--- src/rtl/bch_t2_serial_decoder_pkg.sv ---
// Shared types and GF(2^m) helpers for the t=2 serial BCH decoder.
// Field helpers take the degree and primitive polynomial as arguments so one package serves every M.
package bch_t2_serial_decoder_pkg;

   typedef enum logic [2:0] {
      ST_IDLE,
      ST_SYND,
      ST_SOLVE,
      ST_CHIEN,
      ST_DONE
   } state_t;

   localparam int GF_W = 8;

   // Shift-and-add multiply; poly carries bit m, so one xor clears the overflow bit.
   function automatic logic [GF_W-1:0] gf_mul(input logic [GF_W-1:0] a,
                                             input logic [GF_W-1:0] b,
                                             input int m,
                                             input logic [GF_W:0] poly);
      logic [GF_W:0] p;
      logic [GF_W:0] top;
      p   = '0;
      top = 9'd1 << m;
      for (int i = GF_W - 1; i >= 0; i--) begin
         if (i < m) begin
            p = p << 1;
            if ((p & top) != '0) p = p ^ poly;
            if (b[i]) p = p ^ {1'b0, a};
         end
      end
      return p[GF_W-1:0];
   endfunction

   function automatic logic [GF_W-1:0] gf_sq(input logic [GF_W-1:0] a,
                                            input int m,
                                            input logic [GF_W:0] poly);
      return gf_mul(a, a, m, poly);
   endfunction

   function automatic logic [GF_W-1:0] gf_pow(input int e,
                                             input int m,
                                             input logic [GF_W:0] poly);
      logic [GF_W-1:0] r;
      r = 8'd1;
      for (int i = 0; i < 256; i++) begin
         if (i < e) r = gf_mul(r, 8'd2, m, poly);
      end
      return r;
   endfunction

endpackage

--- src/rtl/bch_t2_serial_decoder_if.sv ---
// Stream handshake bundle for the t=2 serial BCH decoder.
// master = upstream/downstream side, slave = decoder side.
interface bch_t2_serial_decoder_if #(
   parameter int N = 15,
   parameter int K = 7
);
   logic         in_valid;
   logic         in_ready;
   logic [N-1:0] in_codeword;
   logic         out_valid;
   logic         out_ready;
   logic [K-1:0] out_data;
   logic         out_err_detected;
   logic         out_err_corrected;
   logic [1:0]   out_err_count;
   logic         out_uncorrectable;

   modport master (
      output in_valid, in_codeword, out_ready,
      input  in_ready, out_valid, out_data, out_err_detected,
             out_err_corrected, out_err_count, out_uncorrectable
   );

   modport slave (
      input  in_valid, in_codeword, out_ready,
      output in_ready, out_valid, out_data, out_err_detected,
             out_err_corrected, out_err_count, out_uncorrectable
   );
endinterface

--- src/rtl/bch_t2_serial_decoder_gf_mul.sv ---
// Combinational M-bit GF(2^M) multiplier reduced by PRIM_POLY.
module bch_t2_serial_decoder_gf_mul #(
   parameter int         M         = 4,
   parameter logic [8:0] PRIM_POLY = 9'h13
) (
   input  logic [M-1:0] a,
   input  logic [M-1:0] b,
   output logic [M-1:0] p
);

   logic [M-1:0] acc;

   always_comb begin
      acc = '0;
      for (int i = M - 1; i >= 0; i--) begin
         acc = {acc[M-2:0], 1'b0} ^ (acc[M-1] ? PRIM_POLY[M-1:0] : '0);
         if (b[i]) acc = acc ^ a;
      end
   end

   assign p = acc;

endmodule

--- src/rtl/bch_t2_serial_decoder.sv ---
// Sequential double-error-correcting binary BCH decoder over GF(2^M), N = 2^M-1.
// Optional BCH_STATS_EN adds saturating corrected/uncorrectable counters with stat_clear.
//
//   state    | meaning
//   ST_IDLE  | in_ready high, waiting for a codeword
//   ST_SYND  | N cycles of Horner syndrome accumulation (S1, S3), MSB first
//   ST_SOLVE | one cycle: build scaled Peterson locator L0 + L1 x + L2 x^2
//   ST_CHIEN | N cycles of Chien search, flipping located data bits
//   ST_DONE  | register result, hold out_valid until out_ready
module bch_t2_serial_decoder
   import bch_t2_serial_decoder_pkg::*;
#(
   parameter int         M         = 4,
   parameter int         K         = 7,
   parameter logic [8:0] PRIM_POLY = 9'h13
) (
   input  logic                  clk,
   input  logic                  rst,
   bch_t2_serial_decoder_if.slave bus
`ifdef BCH_STATS_EN
   ,
   input  logic                  stat_clear,
   output logic [15:0]           stat_corrected,
   output logic [15:0]           stat_uncorrectable
`endif
);

   localparam int N = (1 << M) - 1;
   localparam int P = N - K;
   localparam logic [M-1:0] LAST = M'(N - 1);

   localparam logic [7:0] A1_W  = gf_pow(1, M, PRIM_POLY);
   localparam logic [7:0] A3_W  = gf_mul(gf_sq(A1_W, M, PRIM_POLY), A1_W, M, PRIM_POLY);
   localparam logic [7:0] AN1_W = gf_pow(N - 1, M, PRIM_POLY);
   localparam logic [7:0] AN2_W = gf_pow(N - 2, M, PRIM_POLY);
   localparam logic [M-1:0] A1  = A1_W[M-1:0];
   localparam logic [M-1:0] A3  = A3_W[M-1:0];
   localparam logic [M-1:0] AN1 = AN1_W[M-1:0];
   localparam logic [M-1:0] AN2 = AN2_W[M-1:0];

   state_t       state_q, state_d;
   logic [M-1:0] cnt_q, cnt_d;
   logic [N-1:0] raw_q, raw_d;
   logic [K-1:0] work_q, work_d;
   logic [M-1:0] s1_q, s1_d;
   logic [M-1:0] s3_q, s3_d;
   logic [M-1:0] l0_q, l0_d;
   logic [M-1:0] t1_q, t1_d;
   logic [M-1:0] t2_q, t2_d;
   logic [1:0]   deg_q, deg_d;
   logic         bad_q, bad_d;
   logic         det_q, det_d;
   logic         srch_q, srch_d;
   logic [1:0]   roots_q, roots_d;

   logic         out_valid_q, out_valid_d;
   logic [K-1:0] out_data_q, out_data_d;
   logic         out_det_q, out_det_d;
   logic         out_corr_q, out_corr_d;
   logic [1:0]   out_cnt_q, out_cnt_d;
   logic         out_unc_q, out_unc_d;

   logic [M-1:0] m0_a, m0_b, m0_p;
   logic [M-1:0] m1_a, m1_b, m1_p;
   logic [M-1:0] idx;
   logic [M-1:0] r_ext;
   logic         root;
   logic         unc;
   logic         in_ready;

   bch_t2_serial_decoder_gf_mul #(.M(M), .PRIM_POLY(PRIM_POLY)) u_mul0 (
      .a (m0_a),
      .b (m0_b),
      .p (m0_p)
   );

   bch_t2_serial_decoder_gf_mul #(.M(M), .PRIM_POLY(PRIM_POLY)) u_mul1 (
      .a (m1_a),
      .b (m1_b),
      .p (m1_p)
   );

   // Multipliers are time-shared: syndrome update, S1^2/S1^3 in SOLVE, Chien stepping.
   always_comb begin
      m0_a = s1_q;
      m0_b = A1;
      case (state_q)
         ST_SOLVE: begin
            m0_a = s1_q;
            m0_b = s1_q;
         end
         ST_CHIEN: begin
            m0_a = t1_q;
            m0_b = AN1;
         end
         default: ;
      endcase
   end

   always_comb begin
      m1_a = s3_q;
      m1_b = A3;
      case (state_q)
         ST_SOLVE: begin
            m1_a = m0_p;
            m1_b = s1_q;
         end
         ST_CHIEN: begin
            m1_a = t2_q;
            m1_b = AN2;
         end
         default: ;
      endcase
   end

   assign in_ready = (state_q == ST_IDLE) && !rst;
   assign idx      = LAST - cnt_q;
   assign r_ext    = {{(M-1){1'b0}}, raw_q[cnt_q]};
   assign root     = srch_q && ((l0_q ^ t1_q ^ t2_q) == '0);
   assign unc      = bad_q || (roots_q != deg_q);

   always_comb begin
      state_d     = state_q;
      cnt_d       = cnt_q;
      raw_d       = raw_q;
      work_d      = work_q;
      s1_d        = s1_q;
      s3_d        = s3_q;
      l0_d        = l0_q;
      t1_d        = t1_q;
      t2_d        = t2_q;
      deg_d       = deg_q;
      bad_d       = bad_q;
      det_d       = det_q;
      srch_d      = srch_q;
      roots_d     = roots_q;
      out_valid_d = out_valid_q;
      out_data_d  = out_data_q;
      out_det_d   = out_det_q;
      out_corr_d  = out_corr_q;
      out_cnt_d   = out_cnt_q;
      out_unc_d   = out_unc_q;

      case (state_q)
         ST_IDLE: begin
            if (bus.in_valid && in_ready) begin
               raw_d   = bus.in_codeword;
               work_d  = bus.in_codeword[N-1:P];
               s1_d    = '0;
               s3_d    = '0;
               cnt_d   = LAST;
               state_d = ST_SYND;
            end
         end

         ST_SYND: begin
            s1_d = m0_p ^ r_ext;
            s3_d = m1_p ^ r_ext;
            if (cnt_q == '0) state_d = ST_SOLVE;
            else             cnt_d   = cnt_q - 1'b1;
         end

         ST_SOLVE: begin
            det_d   = (s1_q != '0) || (s3_q != '0);
            bad_d   = (s1_q == '0) && (s3_q != '0);
            roots_d = '0;
            cnt_d   = LAST;
            state_d = ST_CHIEN;
            if (s1_q == '0) begin
               // Covers both the clean word and S1=0,S3!=0; search disabled so nothing flips.
               l0_d   = '0;
               t1_d   = '0;
               t2_d   = '0;
               deg_d  = 2'd0;
               srch_d = 1'b0;
            end else if (s3_q == m1_p) begin
               l0_d   = {{(M-1){1'b0}}, 1'b1};
               t1_d   = s1_q;
               t2_d   = '0;
               deg_d  = 2'd1;
               srch_d = 1'b1;
            end else begin
               l0_d   = s1_q;
               t1_d   = m0_p;
               t2_d   = s3_q ^ m1_p;
               deg_d  = 2'd2;
               srch_d = 1'b1;
            end
         end

         ST_CHIEN: begin
            t1_d = m0_p;
            t2_d = m1_p;
            if (root && roots_q != 2'd3) roots_d = roots_q + 2'd1;
            for (int b = 0; b < K; b++) begin
               if (root && idx == M'(b + P)) work_d[b] = ~work_q[b];
            end
            if (cnt_q == '0) state_d = ST_DONE;
            else             cnt_d   = cnt_q - 1'b1;
         end

         ST_DONE: begin
            if (!out_valid_q) begin
               out_valid_d = 1'b1;
               out_data_d  = unc ? raw_q[N-1:P] : work_q;
               out_det_d   = det_q;
               out_corr_d  = det_q && !unc;
               out_cnt_d   = unc ? 2'd0 : roots_q;
               out_unc_d   = unc;
            end else if (bus.out_ready) begin
               out_valid_d = 1'b0;
               state_d     = ST_IDLE;
            end
         end

         default: state_d = ST_IDLE;
      endcase
   end

   always_ff @(posedge clk or posedge rst) begin
      if (rst) begin
         state_q     <= ST_IDLE;
         cnt_q       <= '0;
         raw_q       <= '0;
         work_q      <= '0;
         s1_q        <= '0;
         s3_q        <= '0;
         l0_q        <= '0;
         t1_q        <= '0;
         t2_q        <= '0;
         deg_q       <= '0;
         bad_q       <= 1'b0;
         det_q       <= 1'b0;
         srch_q      <= 1'b0;
         roots_q     <= '0;
         out_valid_q <= 1'b0;
         out_data_q  <= '0;
         out_det_q   <= 1'b0;
         out_corr_q  <= 1'b0;
         out_cnt_q   <= '0;
         out_unc_q   <= 1'b0;
      end else begin
         state_q     <= state_d;
         cnt_q       <= cnt_d;
         raw_q       <= raw_d;
         work_q      <= work_d;
         s1_q        <= s1_d;
         s3_q        <= s3_d;
         l0_q        <= l0_d;
         t1_q        <= t1_d;
         t2_q        <= t2_d;
         deg_q       <= deg_d;
         bad_q       <= bad_d;
         det_q       <= det_d;
         srch_q      <= srch_d;
         roots_q     <= roots_d;
         out_valid_q <= out_valid_d;
         out_data_q  <= out_data_d;
         out_det_q   <= out_det_d;
         out_corr_q  <= out_corr_d;
         out_cnt_q   <= out_cnt_d;
         out_unc_q   <= out_unc_d;
      end
   end

   assign bus.in_ready          = in_ready;
   assign bus.out_valid         = out_valid_q;
   assign bus.out_data          = out_data_q;
   assign bus.out_err_detected  = out_det_q;
   assign bus.out_err_corrected = out_corr_q;
   assign bus.out_err_count     = out_cnt_q;
   assign bus.out_uncorrectable = out_unc_q;

`ifdef BCH_STATS_EN
   logic [15:0] stat_corr_q, stat_corr_d;
   logic [15:0] stat_unc_q, stat_unc_d;
   logic        done_hs;

   assign done_hs = (state_q == ST_DONE) && out_valid_q && bus.out_ready;

   always_comb begin
      stat_corr_d = stat_corr_q;
      stat_unc_d  = stat_unc_q;
      if (stat_clear) begin
         stat_corr_d = '0;
         stat_unc_d  = '0;
      end else if (done_hs) begin
         if (out_corr_q && stat_corr_q != 16'hFFFF) stat_corr_d = stat_corr_q + 16'd1;
         if (out_unc_q && stat_unc_q != 16'hFFFF)   stat_unc_d  = stat_unc_q + 16'd1;
      end
   end

   always_ff @(posedge clk or posedge rst) begin
      if (rst) begin
         stat_corr_q <= '0;
         stat_unc_q  <= '0;
      end else begin
         stat_corr_q <= stat_corr_d;
         stat_unc_q  <= stat_unc_d;
      end
   end

   assign stat_corrected     = stat_corr_q;
   assign stat_uncorrectable = stat_unc_q;
`endif

endmodule

--- src/flat_wrapper.sv ---
// flat-port wrapper written by rule: the top's interface ports become plain ports
module bch_t2_serial_decoder_flat import bch_t2_serial_decoder_pkg::*;
#(
   parameter int         M         = 4,
   parameter int         K         = 7,
   parameter logic [8:0] PRIM_POLY = 9'h13
)
  (clk, rst, bus_in_valid, bus_in_codeword, bus_out_ready, bus_in_ready, bus_out_valid, bus_out_data, bus_out_err_detected, bus_out_err_corrected, bus_out_err_count, bus_out_uncorrectable);
  bch_t2_serial_decoder_if #(.N((15)), .K(K)) bus_i ();
  input  logic clk;
  input  logic rst;
  input wire logic [$bits(bus_i.in_valid)-1:0] bus_in_valid;
  input wire logic [$bits(bus_i.in_codeword)-1:0] bus_in_codeword;
  input wire logic [$bits(bus_i.out_ready)-1:0] bus_out_ready;
  output wire logic [$bits(bus_i.in_ready)-1:0] bus_in_ready;
  output wire logic [$bits(bus_i.out_valid)-1:0] bus_out_valid;
  output wire logic [$bits(bus_i.out_data)-1:0] bus_out_data;
  output wire logic [$bits(bus_i.out_err_detected)-1:0] bus_out_err_detected;
  output wire logic [$bits(bus_i.out_err_corrected)-1:0] bus_out_err_corrected;
  output wire logic [$bits(bus_i.out_err_count)-1:0] bus_out_err_count;
  output wire logic [$bits(bus_i.out_uncorrectable)-1:0] bus_out_uncorrectable;
  assign bus_i.in_valid = bus_in_valid;
  assign bus_i.in_codeword = bus_in_codeword;
  assign bus_i.out_ready = bus_out_ready;
  assign bus_in_ready = bus_i.in_ready;
  assign bus_out_valid = bus_i.out_valid;
  assign bus_out_data = bus_i.out_data;
  assign bus_out_err_detected = bus_i.out_err_detected;
  assign bus_out_err_corrected = bus_i.out_err_corrected;
  assign bus_out_err_count = bus_i.out_err_count;
  assign bus_out_uncorrectable = bus_i.out_uncorrectable;
  bch_t2_serial_decoder #(.M(M), .K(K), .PRIM_POLY(PRIM_POLY)) u_core (.clk(clk), .rst(rst), .bus(bus_i));
endmodule
--- config.mk ---
export PLATFORM = sky130hd
export DESIGN_NAME = bch_t2_serial_decoder_flat
export DESIGN_NICKNAME = d
export VERILOG_FILES = /design/src/rtl/bch_t2_serial_decoder_pkg.sv /design/src/rtl/bch_t2_serial_decoder_if.sv /design/src/rtl/bch_t2_serial_decoder_gf_mul.sv /design/src/rtl/bch_t2_serial_decoder.sv /design/src/flat_wrapper.sv
export SDC_FILE = /design/constraint.sdc
export NUM_CORES = 1
export LEC_CHECK = 0
export ABC_AREA = 0
export BUFFER_PORTS_ARGS = -buffer_cell sky130_fd_sc_hd__buf_2
export CORE_MARGIN = 2
export CORE_UTILIZATION = 60
export DETAILED_ROUTE_END_ITERATION = 8
export GPL_ROUTABILITY_DRIVEN = 0
export HOLD_SLACK_MARGIN = 0.1
export PLACE_DENSITY_LB_ADDON = 0.05
export SLEW_MARGIN = 25
export SYNTH_ARGS = -nofsm -noshare
export SYNTH_HDL_FRONTEND = slang
export SYNTH_HIERARCHICAL = 1
export SYNTH_SLANG_ARGS = --single-unit
--- constraint.sdc ---
create_clock -name clk -period 10.06 [get_ports clk]
set_input_delay 2.012 -clock clk [delete_from_list [all_inputs] [get_ports clk]]
set_output_delay 2.012 -clock clk [all_outputs]
set_load 0.03 [all_outputs]
==> results.rst <==
.. list-table::
   :header-rows: 1

   * - Metric
     - Value
   * - Leftover overflow at the end of global routing
     - 0
   * - Insertion delay of the later-clocked pin in the worst-skew pair
     - 0.35 ns
   * - Number of clock sinks seen by CTS
     - ~70
   * - Worst clock skew
     - about 0.0084 ns
   * - Final hold slack
     - 0.4743 ns
   * - Non-filler cells, final
     - 566
   * - Number of buffers created by CTS
     - 9
   * - Rows
     - 30
   * - Part of the total power dissipated in combinational logic
     - a little over half
   * - Detailed-route wire length
     - approximately 9000 µm
   * - Instance count of the mapped netlist
     - approximately 460
   * - Antenna Cells
     - 0
   * - Setup-failing EPs final
     - 0
   * - Hold Path Stages
     - 2
   * - Effective utilization at floorplan
     - 61.66%
   * - Hold path endpoint
     - u_core/raw_q[0]
   * - Hpwl dp
     - around 6400 µm
   * - Data arrival time of the worst path
     - between 5 and 6 ns
   * - Setup bufs post-CTS
     - 0
   * - Die extent in y
     - ~87 µm
   * - 1st-iter DRT viols
     - roughly 220
   * - Number of buffers added to fix hold violations after cts
     - 0
   * - Fraction of layout cells with a size suffix above 1
     - 14.81%
   * - Total instance count after detailed placement
     - 550
   * - Source of the worst register-to-register timing path
     - u_core/state_q[1]
   * - Sum of negative setup slack
     - 0 ns
   * - Count of instances resized after the clock tree is built
     - 0
   * - Internal power
     - between 900 and 1000 µW
   * - Highest clock frequency the design can meet
     - ~180 MHz
   * - Die X-Extent
     - roughly 87 µm
   * - Pin slew with the least headroom to its limit
     - 0.9117 ns
   * - Net count, final
     - just over 500
   * - Pwr dens
     - ~360 nW/µm²
   * - Leakage power summed over all cells
     - 0.002265 µW
   * - Status
     - finished, final reports clean
   * - DR vias
     - 3278
   * - Top_reg_cell synth
     - sky130_fd_sc_hd__dfrtp_1
   * - Worst setup slack for register-to-register paths
     - 4.60 ns
   * - Die area
     - approximately 7600 µm²
   * - Headroom to the max-slew limit
     - around two fifths
   * - Area growth from synthesis to layout
     - 9.272%
   * - Fraction of registers with async set or reset after synthesis
     - 100.0%
   * - R2r endpoint
     - u_core/t1_q[0]
   * - Hold violation count in the final report
     - 0
   * - Maximum VDD drop
     - about 160 µV
   * - Hold_sp
     - u_core/raw_q[0]
   * - Highest fanout seen on the critical path
     - 11
   * - Max Buffers Root-to-Sink
     - 2
   * - Max-cap violations
     - 0
   * - Number of cells on the worst reg-to-reg path
     - 17
   * - Vias per Instance
     - ~5.8
   * - Critical path capture point type
     - register
   * - Total nets after synthesis
     - 483
   * - Syn avg cell area
     - between 9 and 10 µm²
   * - Number of top-level pins
     - 33
   * - Register bit count reported by yosys
     - 69
   * - Critical Setup Path Class
     - register to register
   * - DRC violation count after routing
     - 0
   * - Global-route usage over all layers
     - between 20% and 30%
   * - Crit share post-route
     - 54.31%
   * - CP Data Required Time
     - around 10 ns
   * - Setup repair after global routing missed its margin
     - false
   * - Number of H-tree levels
     - 3
   * - Clk network pwr share
     - between 10% and 20%
   * - Portion of the post-synthesis area used by sequential elements
     - between 40% and 50%
   * - Maximum number of pins on one net before global-route repair
     - 70
   * - Warnings, synthesis
     - 6
   * - Clock input transition at the sequential cells of the worst setup and hold paths
     - approximately 0.070 ns
   * - Max-slew violation total from the final report
     - 0
   * - Minimum clock period
     - roughly 5.5 ns
   * - Number of distinct library cell variants in the gate-level netlist after synthesis
     - 57
   * - Sequential cell fraction of total power
     - between 30% and 40%
   * - Placeable core region
     - 6719 µm²
   * - Nature of the critical path startpoint
     - register
   * - CTS root buffer
     - sky130_fd_sc_hd__clkbuf_8
   * - Hold WC Path Type
     - register to register
   * - CTS tree
     - built
   * - Net Switching
     - about 730 µW
   * - Netlist area before placement
     - 4143 µm²
   * - Number of search-and-repair iterations in the first detailed-routing pass
     - 4
   * - Port-buffer cells
     - 32
   * - Sw Share
     - approximately 45%
   * - Via count of the first global-routing pass
     - between 3000 and 4000
   * - Wire length of the first global-routing pass
     - around 15000 µm
   * - Number of enable flip-flop cells after synthesis
     - 0
   * - Number of antenna violations at the first check in global routing
     - 0
   * - WL/cell
     - roughly 16 µm
   * - Number of nets with antenna violations after detailed routing
     - 0
metal layers:
| layer | track usage, % | vias to the layer above | wire length, µm |
|---|---|---|---|
| met5 | 0 | - | 0 |
| met4 | 10.35 | 0 | 193 |
| met3 | 5.118 | 14 | 407 |
| met2 | 41.43 | 88 | 4355 |
| met1 | 34.57 | 1564 | 4046 |
| li1 | - | 1612 | - |
worst max path at each step:
stage / cells past startpoint / slack, ns / start / end
finish: 17 / 4.60 / u_core/state_q[1] / u_core/t1_q[0]
global route: 17 / 4.21 / u_core/state_q[1] / u_core/t1_q[0]
CTS: 17 / 4.65 / u_core/state_q[1] / u_core/t1_q[0]
detailed placement: 17 / 4.68 / u_core/state_q[1] / u_core/t1_q[0]
global placement: 17 / 5.03 / u_core/state_q[1] / u_core/t1_q[1]
floorplan: 1 / 5.43 / rst / bus_in_ready
power groups by stage:
stage / Sequential (µW) / Combinational, µW / Clock (µW)
floorplan: 481 / 751 / 0
global placement: 525 / 865 / 0
detailed placement: 529 / 887 / 0
CTS: 524 / 891 / 233
global route: 544 / 989 / 244
finish: 528 / 893 / 227
registers in the layout, summed over array words and instances (netlist names), 2 cells and up:
signal                    flops
u_core/t1_q                   4
u_core/roots_q                2
u_core/t2_q                   4
u_core/bus.out_err_count      2
u_core/raw_q                 15
u_core/bus.out_data           7
u_core/deg_q                  2
u_core/s3_q                   4
u_core/s1_q                   4
u_core/l0_q                   4
u_core/work_q                 7
u_core/cnt_q                  4
u_core/state_q                3
cell usage after synthesis, types with 3 or more instances:
cell type / instances / area (µm²)
sky130_fd_sc_hd__a21o_1: 5 / 37.54
sky130_fd_sc_hd__a21oi_1: 15 / 75.07
sky130_fd_sc_hd__a221oi_1: 3 / 26.28
sky130_fd_sc_hd__a22o_1: 4 / 35.03
sky130_fd_sc_hd__and2_1: 4 / 25.02
sky130_fd_sc_hd__and4_1: 3 / 26.28
sky130_fd_sc_hd__buf_2: 8 / 40.04
sky130_fd_sc_hd__clkbuf_1: 10 / 37.54
sky130_fd_sc_hd__dfrtp_1: 69 / 1727
sky130_fd_sc_hd__ha_1: 7 / 87.58
sky130_fd_sc_hd__inv_1: 7 / 26.28
sky130_fd_sc_hd__mux2_2: 5 / 56.30
sky130_fd_sc_hd__mux2i_1: 16 / 160.2
sky130_fd_sc_hd__nand2_1: 131 / 491.7
sky130_fd_sc_hd__nand2b_1: 7 / 43.79
sky130_fd_sc_hd__nand3_1: 13 / 65.06
sky130_fd_sc_hd__nor2_1: 42 / 157.7
sky130_fd_sc_hd__nor3_1: 5 / 25.02
sky130_fd_sc_hd__o211ai_1: 4 / 30.03
sky130_fd_sc_hd__o21a_1: 3 / 22.52
sky130_fd_sc_hd__o21ai_0: 14 / 70.07
sky130_fd_sc_hd__o21ai_1: 4 / 20.02
sky130_fd_sc_hd__o31ai_1: 4 / 30.03
sky130_fd_sc_hd__xnor2_1: 14 / 122.6
sky130_fd_sc_hd__xnor3_1: 9 / 202.7
sky130_fd_sc_hd__xor2_1: 11 / 96.34
worst max-delay path: stages, from the launching register on:
cell and delay (ns):
sky130_fd_sc_hd__dfrtp_1 0.46, sky130_fd_sc_hd__nor2b_1 0.55, sky130_fd_sc_hd__and2_1 0.48, sky130_fd_sc_hd__nand2_1 0.09
sky130_fd_sc_hd__o21ai_0 0.17, sky130_fd_sc_hd__nand2_1 0.13, sky130_fd_sc_hd__xnor3_2 0.42, sky130_fd_sc_hd__xnor3_1 0.35
sky130_fd_sc_hd__mux2i_1 0.09, sky130_fd_sc_hd__o21ai_0 0.37, sky130_fd_sc_hd__nand2_1 0.13, sky130_fd_sc_hd__xnor3_2 0.41
sky130_fd_sc_hd__xnor2_1 0.52, sky130_fd_sc_hd__xor2_1 0.15, sky130_fd_sc_hd__nor4_2 0.45, sky130_fd_sc_hd__nand2_1 0.26
sky130_fd_sc_hd__mux2i_1 0.20, sky130_fd_sc_hd__o21ai_1 0.08
through the flow:
stage          utilization, %  setup WS [ns]  area (µm²)  power, µW
4_1_cts                 67.34          4.648        4524       1648
6_report                67.37          4.596        4527       1648
2_1_floorplan               -          5.432        4143       1232
3_3_place_gp            64.39          5.026        4327       1389
5_1_grt                 67.37          4.207        4527       1777
3_5_place_dp            64.39          4.680        4327       1416
layout make-up:
type                            instances  area (µm²)
Multi-Input combinational cell        359        2293
Fill cell                             553        2192
Sequential cell                        69        1727
Timing Repair Buffer                   35       182.7
Clock buffer                            9       123.9
Tap cell                               80       100.1
Clock inverter                          7       73.82
Inverter                                7       26.28
cells by family (layout without fill, tap and decap cells):
group	count (synthesis)	in the layout	synth area share (%)
adders and majority gates	7	7	2.114
and+or+nand+nor	224	224	24.28
DFF	69	69	41.68
muxes	23	23	6.403
buffers and inverters	29	58	3.141
xor gates and xnor gates	36	36	11.33
AOI/OAI and AO/OA	69	69	11.05
placed cells by master (no fill, tap or decap), types with 11 or more instances in the layout:
| cell | instances |
|---|---|
| sky130_fd_sc_hd__buf_2 | 32 |
| sky130_fd_sc_hd__nand3_1 | 13 |
| sky130_fd_sc_hd__dfrtp_1 | 69 |
| sky130_fd_sc_hd__xnor2_1 | 14 |
| sky130_fd_sc_hd__a21oi_1 | 15 |
| sky130_fd_sc_hd__xor2_1 | 11 |
| sky130_fd_sc_hd__o21ai_0 | 14 |
| sky130_fd_sc_hd__nand2_1 | 130 |
| sky130_fd_sc_hd__mux2i_1 | 16 |
| sky130_fd_sc_hd__nor2_1 | 42 |
(Power assumes the default switching activity.)
